## src/rtl/ic_pkg.sv

```systemverilog
// rtl/ic_pkg.sv - shared types and default widths for the interconnect slave-port arbiter
package ic_pkg;

  typedef enum logic [1:0] {
    IDLE = 2'd0,
    BUSY = 2'd1,
    DONE = 2'd2
  } arb_state_t;

  localparam int          DEF_N            = 32;
  localparam int          DEF_SEL_W        = 1;
  localparam logic [31:0] DEF_TIMEOUT_DATA = 32'hDEADBEEF;

endpackage

```

## src/rtl/slave_port_arbiter_rr_picker.sv

```systemverilog
// rtl/slave_port_arbiter_rr_picker.sv - combinational round-robin picker, first set bit at or above ptr with wrap
module rr_picker
  import ic_pkg::*;
#(
  parameter int MASTERS = 2,
  parameter int PW      = $clog2(MASTERS)
) (
  input  logic [MASTERS-1:0] elig,
  input  logic [PW-1:0]      ptr,
  output logic [MASTERS-1:0] winner,
  output logic [PW-1:0]      winner_idx
);

  logic          w_found;
  logic [PW-1:0] w_idx;

  always_comb begin
    winner     = '0;
    winner_idx = '0;
    w_found    = 1'b0;
    w_idx      = '0;
    for (int k = 0; k < MASTERS; k++) begin
      w_idx = PW'((int'(ptr) + k) % MASTERS);
      if (!w_found && elig[w_idx]) begin
        w_found       = 1'b1;
        winner[w_idx] = 1'b1;
        winner_idx    = w_idx;
      end
    end
  end

endmodule

```

## src/rtl/slave_port_arbiter.sv

```systemverilog
// rtl/slave_port_arbiter.sv - per-slave-port round-robin arbiter with grant locked until slave ack
// Optional abort of stalled transactions when ARB_TIMEOUT_EN is defined.
module slave_port_arbiter
  import ic_pkg::*;
#(
  parameter int MASTERS  = 2,
  parameter int N        = DEF_N,
  parameter int SEL_W    = DEF_SEL_W,
  parameter int SLAVE_ID = 0
`ifdef ARB_TIMEOUT_EN
  ,
  parameter int          TIMEOUT      = 16,
  parameter logic [N-1:0] TIMEOUT_DATA = N'(DEF_TIMEOUT_DATA)
`endif
) (
  input  logic                 clk,
  input  logic                 rst,
  input  logic [MASTERS-1:0]   m_req,
  input  logic [MASTERS*N-1:0] m_addr,
  input  logic [MASTERS-1:0]   m_cmd,
  input  logic [MASTERS*N-1:0] m_wdata,
  output logic [MASTERS-1:0]   m_ack,
  output logic [N-1:0]         m_rdata,
  output logic                 s_req,
  output logic [N-1:0]         s_addr,
  output logic                 s_cmd,
  output logic [N-1:0]         s_wdata,
  input  logic                 s_ack,
  input  logic [N-1:0]         s_rdata,
  output logic [MASTERS-1:0]   arb_req,
  output logic [MASTERS-1:0]   arb_grant,
  output logic                 timeout
);

  localparam int PW = $clog2(MASTERS);

  arb_state_t          r_state;
  logic [PW-1:0]       r_ptr;
  logic [PW-1:0]       r_gidx;
  logic [MASTERS-1:0]  r_grant;
  logic [MASTERS-1:0]  r_m_ack;
  logic [N-1:0]        r_m_rdata;
  logic                r_s_req;
  logic [N-1:0]        r_s_addr;
  logic                r_s_cmd;
  logic [N-1:0]        r_s_wdata;

  logic [MASTERS-1:0]  w_elig;
  logic [MASTERS-1:0]  w_winner;
  logic [PW-1:0]       w_win_idx;
  logic [PW-1:0]       w_ptr_next;
  logic                w_done;

  for (genvar gi = 0; gi < MASTERS; gi++) begin : g_elig
    assign w_elig[gi] = m_req[gi] && (m_addr[gi*N + N - 1 -: SEL_W] == SEL_W'(SLAVE_ID));
  end

  rr_picker #(
    .MASTERS (MASTERS),
    .PW      (PW)
  ) u_picker (
    .elig       (w_elig),
    .ptr        (r_ptr),
    .winner     (w_winner),
    .winner_idx (w_win_idx)
  );

  assign w_ptr_next = (r_gidx == PW'(MASTERS - 1)) ? '0 : r_gidx + 1'b1;

`ifdef ARB_TIMEOUT_EN
  localparam int CW = $clog2(TIMEOUT + 1);
  logic [CW-1:0] r_cnt;
  logic          r_timeout;
  logic          w_expire;

  assign w_expire = (r_cnt == CW'(TIMEOUT - 1));
  assign w_done   = s_ack || w_expire;
  assign timeout  = r_timeout;
`else
  assign w_done   = s_ack;
  assign timeout  = 1'b0;
`endif

  always_ff @(posedge clk) begin
    if (rst) begin
      r_state   <= IDLE;
      r_ptr     <= '0;
      r_gidx    <= '0;
      r_grant   <= '0;
      r_m_ack   <= '0;
      r_m_rdata <= '0;
      r_s_req   <= 1'b0;
      r_s_addr  <= '0;
      r_s_cmd   <= 1'b0;
      r_s_wdata <= '0;
`ifdef ARB_TIMEOUT_EN
      r_cnt     <= '0;
      r_timeout <= 1'b0;
`endif
    end else begin
      case (r_state)
        IDLE: begin
          if (|w_elig) begin
            r_grant   <= w_winner;
            r_gidx    <= w_win_idx;
            r_s_req   <= 1'b1;
            r_s_addr  <= m_addr[int'(w_win_idx)*N +: N];
            r_s_cmd   <= m_cmd[w_win_idx];
            r_s_wdata <= m_wdata[int'(w_win_idx)*N +: N];
            r_state   <= BUSY;
`ifdef ARB_TIMEOUT_EN
            r_cnt     <= '0;
`endif
          end
        end
        BUSY: begin
`ifdef ARB_TIMEOUT_EN
          r_cnt <= r_cnt + 1'b1;
`endif
          // payload stays in the latch; live master inputs are not looked at here
          if (w_done) begin
            r_s_req <= 1'b0;
            r_m_ack <= r_grant;
            r_grant <= '0;
            r_ptr   <= w_ptr_next;
            r_state <= DONE;
`ifdef ARB_TIMEOUT_EN
            r_m_rdata <= s_ack ? s_rdata : TIMEOUT_DATA;
            r_timeout <= !s_ack;
`else
            r_m_rdata <= s_rdata;
`endif
          end
        end
        DONE: begin
          // no grant here, so a master still holding req after its ack is not re-served
          r_m_ack   <= '0;
          r_m_rdata <= '0;
          r_state   <= IDLE;
`ifdef ARB_TIMEOUT_EN
          r_timeout <= 1'b0;
`endif
        end
        default: r_state <= IDLE;
      endcase
    end
  end

  assign m_ack     = r_m_ack;
  assign m_rdata   = r_m_rdata;
  assign s_req     = r_s_req;
  assign s_addr    = r_s_addr;
  assign s_cmd     = r_s_cmd;
  assign s_wdata   = r_s_wdata;
  assign arb_req   = w_elig;
  assign arb_grant = r_grant;

endmodule

```

## config.mk

```make
export PLATFORM = sky130hd
export DESIGN_NAME = slave_port_arbiter
export DESIGN_NICKNAME = d
export VERILOG_FILES = /design/src/rtl/ic_pkg.sv /design/src/rtl/slave_port_arbiter_rr_picker.sv /design/src/rtl/slave_port_arbiter.sv
export SDC_FILE = /design/constraint.sdc
export NUM_CORES = 1
export LEC_CHECK = 0
export ABC_CLOCK_PERIOD_IN_PS = 4490
export CORE_AREA = 2 2 82 143
export DETAILED_ROUTE_END_ITERATION = 6
export DIE_AREA = 0 0 84 145
export PLACE_DENSITY = 0.84
export SLEW_MARGIN = 20
export SYNTH_ARGS = -nofsm -noshare
export SYNTH_HDL_FRONTEND = slang
export SYNTH_SLANG_ARGS = --single-unit
```

## constraint.sdc

```tcl
create_clock -name clk -period 4.49 [get_ports clk]
set_input_delay 1.347 -clock clk [delete_from_list [all_inputs] [get_ports clk]]
set_output_delay 1.347 -clock clk [all_outputs]
set_load 0.02 [all_outputs]
```

[Word level (Yosys, flattened, before mapping)]
Cells that the tools add are included.
Storage, ports and cells
  bits in latches: 0
  ROM bits: 0
  input bits: 167
  bits in registers: 106
  logic and storage cells: 70
  output and inout port bits: 105
  bits in writable memories: 0
  memories kept: 0
Operators by class
  shift operators: 2
  bitwise gates (word level): 3
  magnitude comparators: 5
  muxes and demuxes: 29
  add/subtract/negate cells: 2
  div/mod/pow operators: 0
  equality and inequality tests: 4
  multiply operators: 0
  reduce and logical (&&, ||, !) cells: 15
Operator list (number)
  $shiftx 64x7->32: 2
  $pmux 32 s2: 1
  $mux 32: 1
  $mux 1: 14
  $mux 2: 7
  $pmux 2 s2: 3
  $reduce_and 2->1: 4
  $lt 1x2->1 const B: 3
  $logic_and 1x1->1: 5
  $ne 2x2->1 const B: 2
  $reduce_bool 2->1: 2
  $reduce_and 3->1: 1
  $add 1x1->1 const B: 2
  $demux 1 s1: 2
  $eq 2x1->1 const B: 1
  $eq 2x2->1 const B: 1
  $ge 1x1->1 const B: 2
  $logic_not 2->1: 1
  $not 1->1: 2
  $or 2x2->2: 1
  $pmux 1 s2: 1
  $reduce_or 2->1: 1
  $logic_not 1->1: 1

[Logic depth before layout (Yosys ltp)]
Gate-level depths: netlist of the first run.
  depth in word-level cells: 10
  mapped depth: 7
  depth with buffers taken out: 5

[By module]
Synthesis of the first run repeated with hierarchy kept, for this count alone.
Second synthesis, totals
  cell total of the unflattened synthesis: 468
  area, all modules: 5143.7 um^2
By module, submodules not included
  slave_port_arbiter: cells each 464, instances 1, seq. area each 2122.0 um^2, area an instance 5113.7 um^2
  rr_picker: cells each 4, instances 1, seq. area each 0.0 um^2, area an instance 30.0 um^2

[Worst setup path before layout of the first run]
Ideal clock, no wire load.
  path type: input to output
  start: input port m_addr[31]
  end: output port arb_req[0]
  path buffers: 0
  arrival: 1.687 ns
  cell stages on the path: 2
  setup slack: 1.456 ns
  data required time: 3.143 ns
  path through: nand2b_4 > inv_1
On the way
  longest elaborated chain between the ends: 2
RTL lines
  from (decl): line slave_port_arbiter.sv:19  | input logic [MASTERS*N-1:0] m_addr,
  $not 1->1: line slave_port_arbiter.sv:55  | assign w_elig[gi] = m_req[gi] && (m_addr[gi*N + N - 1 -: SEL_W] == SEL_W'(SLAVE_ID));
  $logic_and 1x1->1: line slave_port_arbiter.sv:55
  to (decl): line slave_port_arbiter.sv:30  | output logic [MASTERS-1:0] arb_req,
No other way between the ends.

[Final worst setup path of the first run]
  start: input port m_req[0]
  end: output port arb_req[0]
On the way
  longest elaborated chain between the ends: 1
RTL lines
  from (decl): line slave_port_arbiter.sv:18  | input logic [MASTERS-1:0] m_req,
  $logic_and 1x1->1: line slave_port_arbiter.sv:55
No other way between the ends.

==> results of run 1 <==
[synth_stat cells]
master and n:
nor2_1 67, a2111oi_0 1, a22o_1 34, nor2b_1 1, o21ai_2 1, nor3b_1 1, nand2b_4 1, a211oi_1 54
nand2_1 67, o21ai_1 1, a21oi_1 69, nand3b_1 2, inv_1 2, o21a_1 2, buf_2 16, conb_1 1
buf_4 6, clkbuf_1 9, o21ai_4 1, dfxtp_1 106, nand3_1 1, buf_6 12, a31oi_1 1, a211oi_2 10
nor2_2 3
[per-stage QoR]
step | cell area, µm² | hold WS, ns | cells
final | 7230 | 0.458 | 852
after global placement | 6920 | 0.444 | 836
after global routing | 7230 | 0.489 | 852
after floorplan | 4230 | 0.437 | 469
after detailed placement | 6920 | 0.452 | 836
after CTS | 7230 | 0.462 | 852
[per-layer routing]
metal	up-vias	wire [µm]	track usage, %
met3	43	1040	6.20
met1	2072	5230	24.1
met2	216	7320	41.6
li1	2145	-	-
met5	-	0	0
met4	0	654	12.2
[tightest hold or removal path, cell delays in order, from the launching register on]
cell	delay, ns
dfxtp_1	0.31
nand2_1	0.05
a21oi_1	0.05
[sequential cells by signal (all words and copies together), names as in the netlist]
register / flops
m_rdata: 32
r_gidx: 1
arb_grant: 2
r_ptr: 1
s_addr: 32
s_req: 1
s_cmd: 1
m_ack: 2
r_state: 2
s_wdata: 32
[cell type report]
cell class / instances / share of cell area, %
timing repair buffer: 278 / 38.9
clock buffer: 9 / 3.12
inverter: 2 / 0.104
sequential: 106 / 29.4
clock inverter: 7 / 1.13
tap: 132 / 2.29
multi-input combinational: 318 / 25.1
[worst max path at each step]
stage                  to  slack (ns)  cells past startpoint
2_1_floorplan  arb_req[0]        1.46                      2
6_report       arb_req[0]        0.40                      4
3_5_place_dp   arb_req[0]        0.40                      4
3_3_place_gp   arb_req[0]        0.41                      4
4_1_cts        arb_req[0]        0.39                      4
5_1_grt        arb_req[0]        0.36                      4
[cells by family (layout without fill, tap and decap cells)]
family	Yosys count	after routing	share of synthesized area, %
compound gates	174	174	29.2
simple gates	143	143	13.5
buf+inv	45	296	7.13
other cells	1	1	0.0886
flops	106	106	50.2
[power by group through the flow]
stage / sequential (mW) / combinational [mW] / clock [mW]
after floorplan: 1.16 / 0.228 / 0
after global placement: 1.07 / 0.640 / 0
after detailed placement: 1.08 / 0.651 / 0
after CTS: 1.06 / 0.654 / 0.810
after global routing: 1.07 / 0.700 / 0.844
final: 1.06 / 0.652 / 0.791
[cell usage in the layout (no fill, tap or decap)]
cell and count:
a2111oi_0 1, a21oi_1 69, nor3b_1 1, o21ai_4 2
dfxtp_1 106, clkinv_8 2, inv_6 1, o21a_2 2
clkbuf_16 9, nand3b_1 2, inv_8 2, a211oi_1 54
a31oi_1 1, nand2_1 67, clkinv_4 2, nor2_2 3
nor2b_1 1, nand3_1 1, clkdlybuf4s50_1 269, conb_1 1
buf_12 4, buf_4 4, buf_2 1, a211oi_2 10
inv_1 2, nor2_1 67, nand2b_4 1, o21ai_1 1
a22o_1 34
==> flow_summary.json, run 1 <==
{
  "slowest_delay_ns": 0.67,
  "power.density_mw_per_mm2": 346,
  "worstMarginPinSlew_ns": 0.822,
  "r2r_cells": 5,
  "slew_violations": 0,
  "crit_type": "primary input to primary output",
  "fin_nets": 882,
  "yosys-top-cells-area": "dfxtp_1 (50%), a211oi_1 (9.6%), a21oi_1 (8.2%), a22o_1 (7.0%), nand2_1 (5.9%)",
  "fmax_mhz": 244,
  "num_io_pins": 272,
  "fin_ws_ns": 0.395,
  "die_height_um": 145,
  "path_clk_slew_ns": 0.07,
  "finalWirelength_um": 14200,
  "ir_drop_mv": 0.244,
  "min_path_cells": 2,
  "drive_gt1_share_pct": 5.97,
  "syn_to_final_growth_pct": 70.8,
  "antenna_left": 0,
  "yosys_register_bits": 106,
  "multi_input_area_mm2": 0.00182,
  "rows": 51,
  "clkLatencyLatePin_ns": 0.35,
  "register_area_mm2": 0.00212,
  "r2r_start": "r_state[1]$_SDFFE_PP0P_",
  "fillCellCount": 917,
  "clk_path_buf_depth": 2,
  "grt_first_pass_wirelength_um": 22800,
  "hold_class": "flop to flop",
  "critPathTopFamily": "buffers and inverters",
  "viasPerCell": 5.25,
  "dr_total_vias": 4476,
  "critPathMaxFanout": 4,
  "p_leak_nw": 2.80,
  "post_cts_resized": 0,
  "drv_cap": 0,
  "start_util_pct": 38.3,
  "core_area_mm2": 0.0110,
  "worst-path-buf-inv": 3,
  "die_area_mm2": 0.0122,
  "seq_area_frac_synth_pct": 50.2,
  "cts_sinks": 106,
  "synthCells": 469,
  "power.switching_mw": 0.747,
  "slew_headroom_pct": 45.2,
  "grt_pass1_vias": 4605,
  "worst_hold_path.endpoint": "s_req$_SDFFE_PP0P_",
  "rrSetupSlack_ns": 2.63,
  "p_int_mw": 1.75,
  "firstDrtPassIters": 4,
  "overflow": 0,
  "dp_slack_ns": 0.400,
  "grt.total_usage_pct": 23.1,
  "htreeDepth": 3,
  "antenna_found_initial": 0,
  "post-route-period-util_pct": 91.2,
  "tns_ns": 0,
  "rsz0062_at_grt": "no",
  "critPathLaunch": "m_req[0]",
  "synth_area_mm2": 0.00423,
  "holdBufCountCts": 0,
  "cts_setup_buffers": 0,
  "final-hold-violation-count": 0,
  "yosys.area.top_type": "dfxtp_1",
  "power_frac_clock_pct": 31.6,
  "cp-end-kind": "primary output",
  "fin_util_pct": 65.5,
  "post-route-min-period_ns": 4.09,
  "antenna_cells": 0,
  "p_comb_share_pct": 26.1,
  "cts_tree": "done",
  "syn_area_per_cell_um2": 9.02,
  "outcome": "finished, final reports clean",
  "critical_path.slowest_cell": "clkdlybuf4s50_1",
  "arrival_ns": 2.75,
  "pwr-share-seq_pct": 42.3,
  "yosysWarnings": 0,
  "drc": 0,
  "place_congestion": 0.818,
  "wl_per_cell_um": 16.7,
  "ys_types": 25,
  "regToRegEndpoint": "m_rdata[11]$_SDFFE_PP0P_",
  "synth_top_area_share_pct": 50.2,
  "startpoint_type": "primary input",
  "finClkSkew_ns": 0.0140,
  "swShare_pct": 29.9,
  "cts_inserted_buffers": 9,
  "clock-root-buffer": "clkbuf_16",
  "cp_cell_sequence": "clkdlybuf4s50_1 -> nand2b_4 -> inv_1 -> clkdlybuf4s50_1",
  "portBuffers": 270,
  "dpl.hpwl_um": 10600,
  "fp.dieW_um": 84,
  "worstPathRequired_ns": 3.14,
  "total_power_mw": 2.50,
  "syn_nets": 636,
  "setup_viol": 0,
  "grt_max_degree": 72,
  "first_iter_violations": 94,
  "crit_path_frequent_cell": "clkdlybuf4s50_1",
  "min-delay-start": "s_req$_SDFFE_PP0P_"
}
No activity file was read; power rests on OpenSTA's default activity.
==> run 2, diff against run 1 <==
--- a/config.mk
+++ b/config.mk
@@ -10,6 +10,7 @@
 export DETAILED_ROUTE_END_ITERATION = 6
 export DIE_AREA = 0 0 84 145
 export PLACE_DENSITY = 0.84
+export SETUP_SLACK_MARGIN = 0.5
 export SLEW_MARGIN = 20
 export SYNTH_ARGS = -nofsm -noshare
 export SYNTH_HDL_FRONTEND = slang
==> constraint.sdc (replaced) <==
create_clock -name clk -period 4.49 [get_ports clk]
set_input_delay 1.347 -clock clk [delete_from_list [all_inputs] [get_ports clk]]
set_output_delay 1.347 -clock clk [all_outputs]
set_load 0.1 [all_outputs]
==> flow_summary.json, run 2 (synthesized netlist as in run 1, its figures left out) <==
{
  "outcome": "finished, final reports clean",
  "grt_max_degree": 72,
  "firstDrtPassIters": 5,
  "post_cts_resized": 0,
  "final-hold-violation-count": 0,
  "htreeDepth": 3,
  "setup_viol": 0,
  "worstPathRequired_ns": 3.14,
  "r2r_start": "r_ptr$_SDFFE_PP0P_",
  "post-route-period-util_pct": 83.6,
  "finalWirelength_um": 14400,
  "dr_total_vias": 4481,
  "start_util_pct": 38.3,
  "fp.dieW_um": 84,
  "startpoint_type": "primary input",
  "critPathMaxFanout": 2,
  "place_congestion": 0.823,
  "total_power_mw": 2.93,
  "antenna_left": 0,
  "antenna_found_initial": 0,
  "rsz0062_at_grt": "no",
  "cp-end-kind": "primary output",
  "die_height_um": 145,
  "holdBufCountCts": 0,
  "dpl.hpwl_um": 10600,
  "path_clk_slew_ns": 0.07,
  "ir_drop_mv": 0.243,
  "grt_first_pass_wirelength_um": 23100,
  "grt.total_usage_pct": 23.4,
  "worstMarginPinSlew_ns": 1.04,
  "clkLatencyLatePin_ns": 0.34,
  "overflow": 0,
  "slew_violations": 0,
  "min-delay-start": "s_req$_SDFFE_PP0P_",
  "clock-root-buffer": "clkbuf_16",
  "wl_per_cell_um": 16.9,
  "hold_class": "flop to flop",
  "critPathLaunch": "m_req[1]",
  "cts_tree": "done",
  "arrival_ns": 2.41,
  "die_area_mm2": 0.0122,
  "p_leak_nw": 2.79,
  "crit_type": "primary input to primary output",
  "cts_sinks": 106,
  "rows": 51,
  "post-route-min-period_ns": 3.76,
  "clk_path_buf_depth": 2,
  "mostFrequentLayoutCells": "clkdlybuf4s50_1 (267), dfxtp_1 (106), a21oi_1 (69)",
  "syn_to_final_growth_pct": 70.7,
  "grt_pass1_vias": 4616,
  "drc": 0,
  "cts_setup_buffers": 0,
  "drive_gt1_share_pct": 6.25,
  "slew_headroom_pct": 30.2,
  "fillCellCount": 924,
  "final_common_cell": "clkdlybuf4s50_1",
  "drv_cap": 0,
  "cts_inserted_buffers": 9,
  "core_area_mm2": 0.0110,
  "fmax_mhz": 266,
  "antenna_cells": 0,
  "tns_ns": 0,
  "finClkSkew_ns": 0.00877,
  "power.density_mw_per_mm2": 405,
  "viasPerCell": 5.26,
  "fin_util_pct": 65.4,
  "portBuffers": 270,
  "first_iter_violations": 165,
  "fin_nets": 882,
  "num_io_pins": 272
}
## run 2: cell types whose count changed in the layout (fill, tap and decap cells not counted), sizes merged
cell           change
buf                +2
clkinv             -2
clkinvlp           +2
clkdlybuf4s50      -2
## run 2: path summary, 6_finish.rpt
kind / end / slack, ns / cells after the start
setup / recovery: arb_req[1] / 0.73 / 3
hold / removal: s_req$_SDFFE_PP0P_ / 0.46 / 2
setup reg to reg: s_addr[23]$_SDFFE_PP0P_ / 2.56 / 4
hold reg to reg: s_req$_SDFFE_PP0P_ / 0.46 / 2
## run 2: power breakdown
part           total (mW)  switching (mW)  internal [mW]  leakage [nW]
Sequential           1.06          0.0398           1.02         0.871
Combinational        1.10           0.762          0.337          1.78
Clock               0.772           0.380          0.392         0.139
Total                2.93            1.18           1.74          2.79
## run 2: area by class of cell
cell class	instances	area, µm²	area share, %
clock buffer	9	225	3.12
clock inverter	7	71.3	0.987
inverter	2	7.51	0.104
multi-input combinational	318	1820	25.2
sequential	106	2120	29.4
tap	132	165	2.29
timing repair buffer	278	2820	39.0
## run 2: worst max-delay path, stage by stage
cell and delay, ns:
clkdlybuf4s50_1 0.45, nor2b_1 0.37, buf_12 0.23
## run 2: stage by stage
stage	area (µm²)	setup WS, ns	hold WS (ns)	std cells
2_1_floorplan	4230	1.00	0.437	469
3_3_place_gp	6930	0.773	0.443	836
3_5_place_dp	6930	0.755	0.449	836
4_1_cts	7220	0.755	0.459	852
5_1_grt	7220	0.716	0.492	852
6_report	7220	0.735	0.459	852
## run 2: per-layer routing
metal,global-route usage [%],routed length (µm)
met5,0,0
met4,8.71,396
met3,6.83,1100
met2,42.8,7760
met1,24.8,5100
==> run 3, diff against run 2 <==
--- a/config.mk
+++ b/config.mk
@@ -5,11 +5,11 @@
 export SDC_FILE = /design/constraint.sdc
 export NUM_CORES = 1
 export LEC_CHECK = 0
-export ABC_CLOCK_PERIOD_IN_PS = 4490
-export CORE_AREA = 2 2 82 143
+export ABC_CLOCK_PERIOD_IN_PS = 3300
+export CORE_AREA = 2 2 89 155
 export DETAILED_ROUTE_END_ITERATION = 6
-export DIE_AREA = 0 0 84 145
-export PLACE_DENSITY = 0.84
+export DIE_AREA = 0 0 91 157
+export PLACE_DENSITY = 0.76
 export SETUP_SLACK_MARGIN = 0.5
 export SLEW_MARGIN = 20
 export SYNTH_ARGS = -nofsm -noshare
==> constraint.sdc (replaced) <==
create_clock -name clk -period 3.3 [get_ports clk]
set_input_delay 0.99 -clock clk [delete_from_list [all_inputs] [get_ports clk]]
set_output_delay 0.99 -clock clk [all_outputs]
set_load 0.1 [all_outputs]
==> flow_summary.json, run 3 (synthesized netlist as in run 1, its figures left out) <==
{
  "setup_viol": 0,
  "clkLatencyLatePin_ns": 0.35,
  "fin_util_pct": 54.9,
  "final-hold-violation-count": 0,
  "slew_violations": 0,
  "arrival_ns": 1.63,
  "startpoint_type": "primary input",
  "rows": 55,
  "antenna_found_initial": 2,
  "stdcell_count": 900,
  "ir_drop_mv": 0.280,
  "tns_ns": 0,
  "worstPathRequired_ns": 2.31,
  "syn_to_final_growth_pct": 67.9,
  "pwr-share-seq_pct": 35.9,
  "register_area_mm2": 0.00212,
  "outcome": "finished, final reports clean",
  "critPathMaxFanout": 2,
  "drive_gt1_share_pct": 21.6,
  "power_frac_clock_pct": 27.5,
  "cts_tree": "done",
  "wl_per_cell_um": 16.4,
  "whs_ns": 0.462,
  "fillCellCount": 1157,
  "drv_cap": 0,
  "finClkSkew_ns": 0.0144,
  "portBuffers": 270,
  "clk_path_buf_depth": 2,
  "path_clk_slew_ns": 0.07,
  "dpl.hpwl_um": 10900,
  "fin_nets": 890,
  "mostFrequentLayoutCells": "clkdlybuf4s50_1 (161), buf_4 (115), dfxtp_1 (106)",
  "die_area_mm2": 0.0143,
  "firstDrtPassIters": 5,
  "drc": 0,
  "antenna_left": 0,
  "post-route-min-period_ns": 2.62,
  "grt_pass1_vias": 4594,
  "overflow": 0,
  "fp.dieW_um": 91,
  "cts_sinks": 106,
  "clock-root-buffer": "clkbuf_16",
  "cp-end-kind": "primary output",
  "num_io_pins": 272,
  "dp.cells": 880,
  "cts_inserted_buffers": 9,
  "grt_first_pass_wirelength_um": 22400,
  "dr_total_vias": 4542,
  "grt.total_usage_pct": 19.5,
  "p_int_mw": 2.36,
  "p_comb_share_pct": 36.5,
  "rsz0062_at_grt": "no",
  "start_util_pct": 32.7,
  "worstMarginPinSlew_ns": 0.768,
  "place_congestion": 0.762,
  "slew_headroom_pct": 48.8,
  "final_common_cell": "clkdlybuf4s50_1",
  "first_iter_violations": 103,
  "grt_max_degree": 62,
  "swShare_pct": 41.0,
  "core_area_mm2": 0.0129,
  "multi_input_area_mm2": 0.00182,
  "crit_type": "primary input to primary output",
  "power.switching_mw": 1.64,
  "hold_class": "flop to flop",
  "viasPerCell": 5.05,
  "htreeDepth": 3,
  "fmax_mhz": 382,
  "die_height_um": 157,
  "post-route-period-util_pct": 79.4,
  "finalWirelength_um": 14800,
  "power.density_mw_per_mm2": 564,
  "p_leak_nw": 3.04
}
-- run 3: cell types whose count changed in the layout (fill, tap and decap cells not counted), sizes merged, moves of 2 or more --
| cell | change |
|---|---|
| buf | +110 |
| clkdlybuf4s50 | -106 |
| clkinvlp | -2 |
| dlygate4sd2 | +3 |
| inv | +2 |
-- run 3: final timing paths --
check,from,endpoint,slack [ns],cells past startpoint
worst min-delay path,r_gidx$_SDFFE_PP0P_,r_gidx$_SDFFE_PP0P_,0.46,2
worst min register to register,r_gidx$_SDFFE_PP0P_,r_gidx$_SDFFE_PP0P_,0.46,2
worst max register to register,r_state[1]$_SDFFE_PP0P_,m_rdata[9]$_SDFFE_PP0P_,1.40,5
worst max-delay path,m_addr[63],arb_req[1],0.68,3
-- run 3: area by class of cell --
type / count / share of cell area [%]
multi-input combinational: 318 / 25.7
sequential: 106 / 29.9
antenna: 1 / 0.0352
clock buffer: 9 / 3.17
clock inverter: 7 / 1.22
tap: 171 / 3.01
timing repair buffer: 286 / 36.9
inverter: 2 / 0.141
-- run 3: critical path, stage by stage --
cell and delay [ns]:
dlygate4sd2_1 0.26, nor2b_4 0.18, buf_12 0.19
-- run 3: metrics by stage --
step	area (µm²)	total power [mW]	setup WS, ns
floorplan	4230	2.50	0.529
detailed placement	6760	2.93	0.249
CTS	7090	4.04	0.503
global placement	6760	2.91	0.256
global route	7100	4.16	0.653
finish	7100	4.01	0.680
-- run 3: power groups by stage --
stage          Sequential (mW)  Clock (mW)  Combinational (mW)
3_5_place_dp              1.47           0                1.47
5_1_grt                   1.45        1.18                1.53
3_3_place_gp              1.46           0                1.45
2_1_floorplan             2.17           0               0.322
4_1_cts                   1.44        1.14                1.47
6_report                  1.44        1.10                1.46
-- run 3: routing by layer --
layer  part of all wire, %  GRT usage (%)
met1                    36           20.0
met4                   2.6           8.30
met3                   7.4           5.55
met2                    54           36.7
met5                 0.088              0
-- run 3: repair_timing --
| item | CTS | global route |
|---|---|---|
| hold buffers | 0 | 0 |
| gates resized for setup | 7 | 1 |
| setup buffers | 2 | 1 |
| gates cloned | 0 | 0 |
| endpoints found under the setup margin | 2 | 1 |
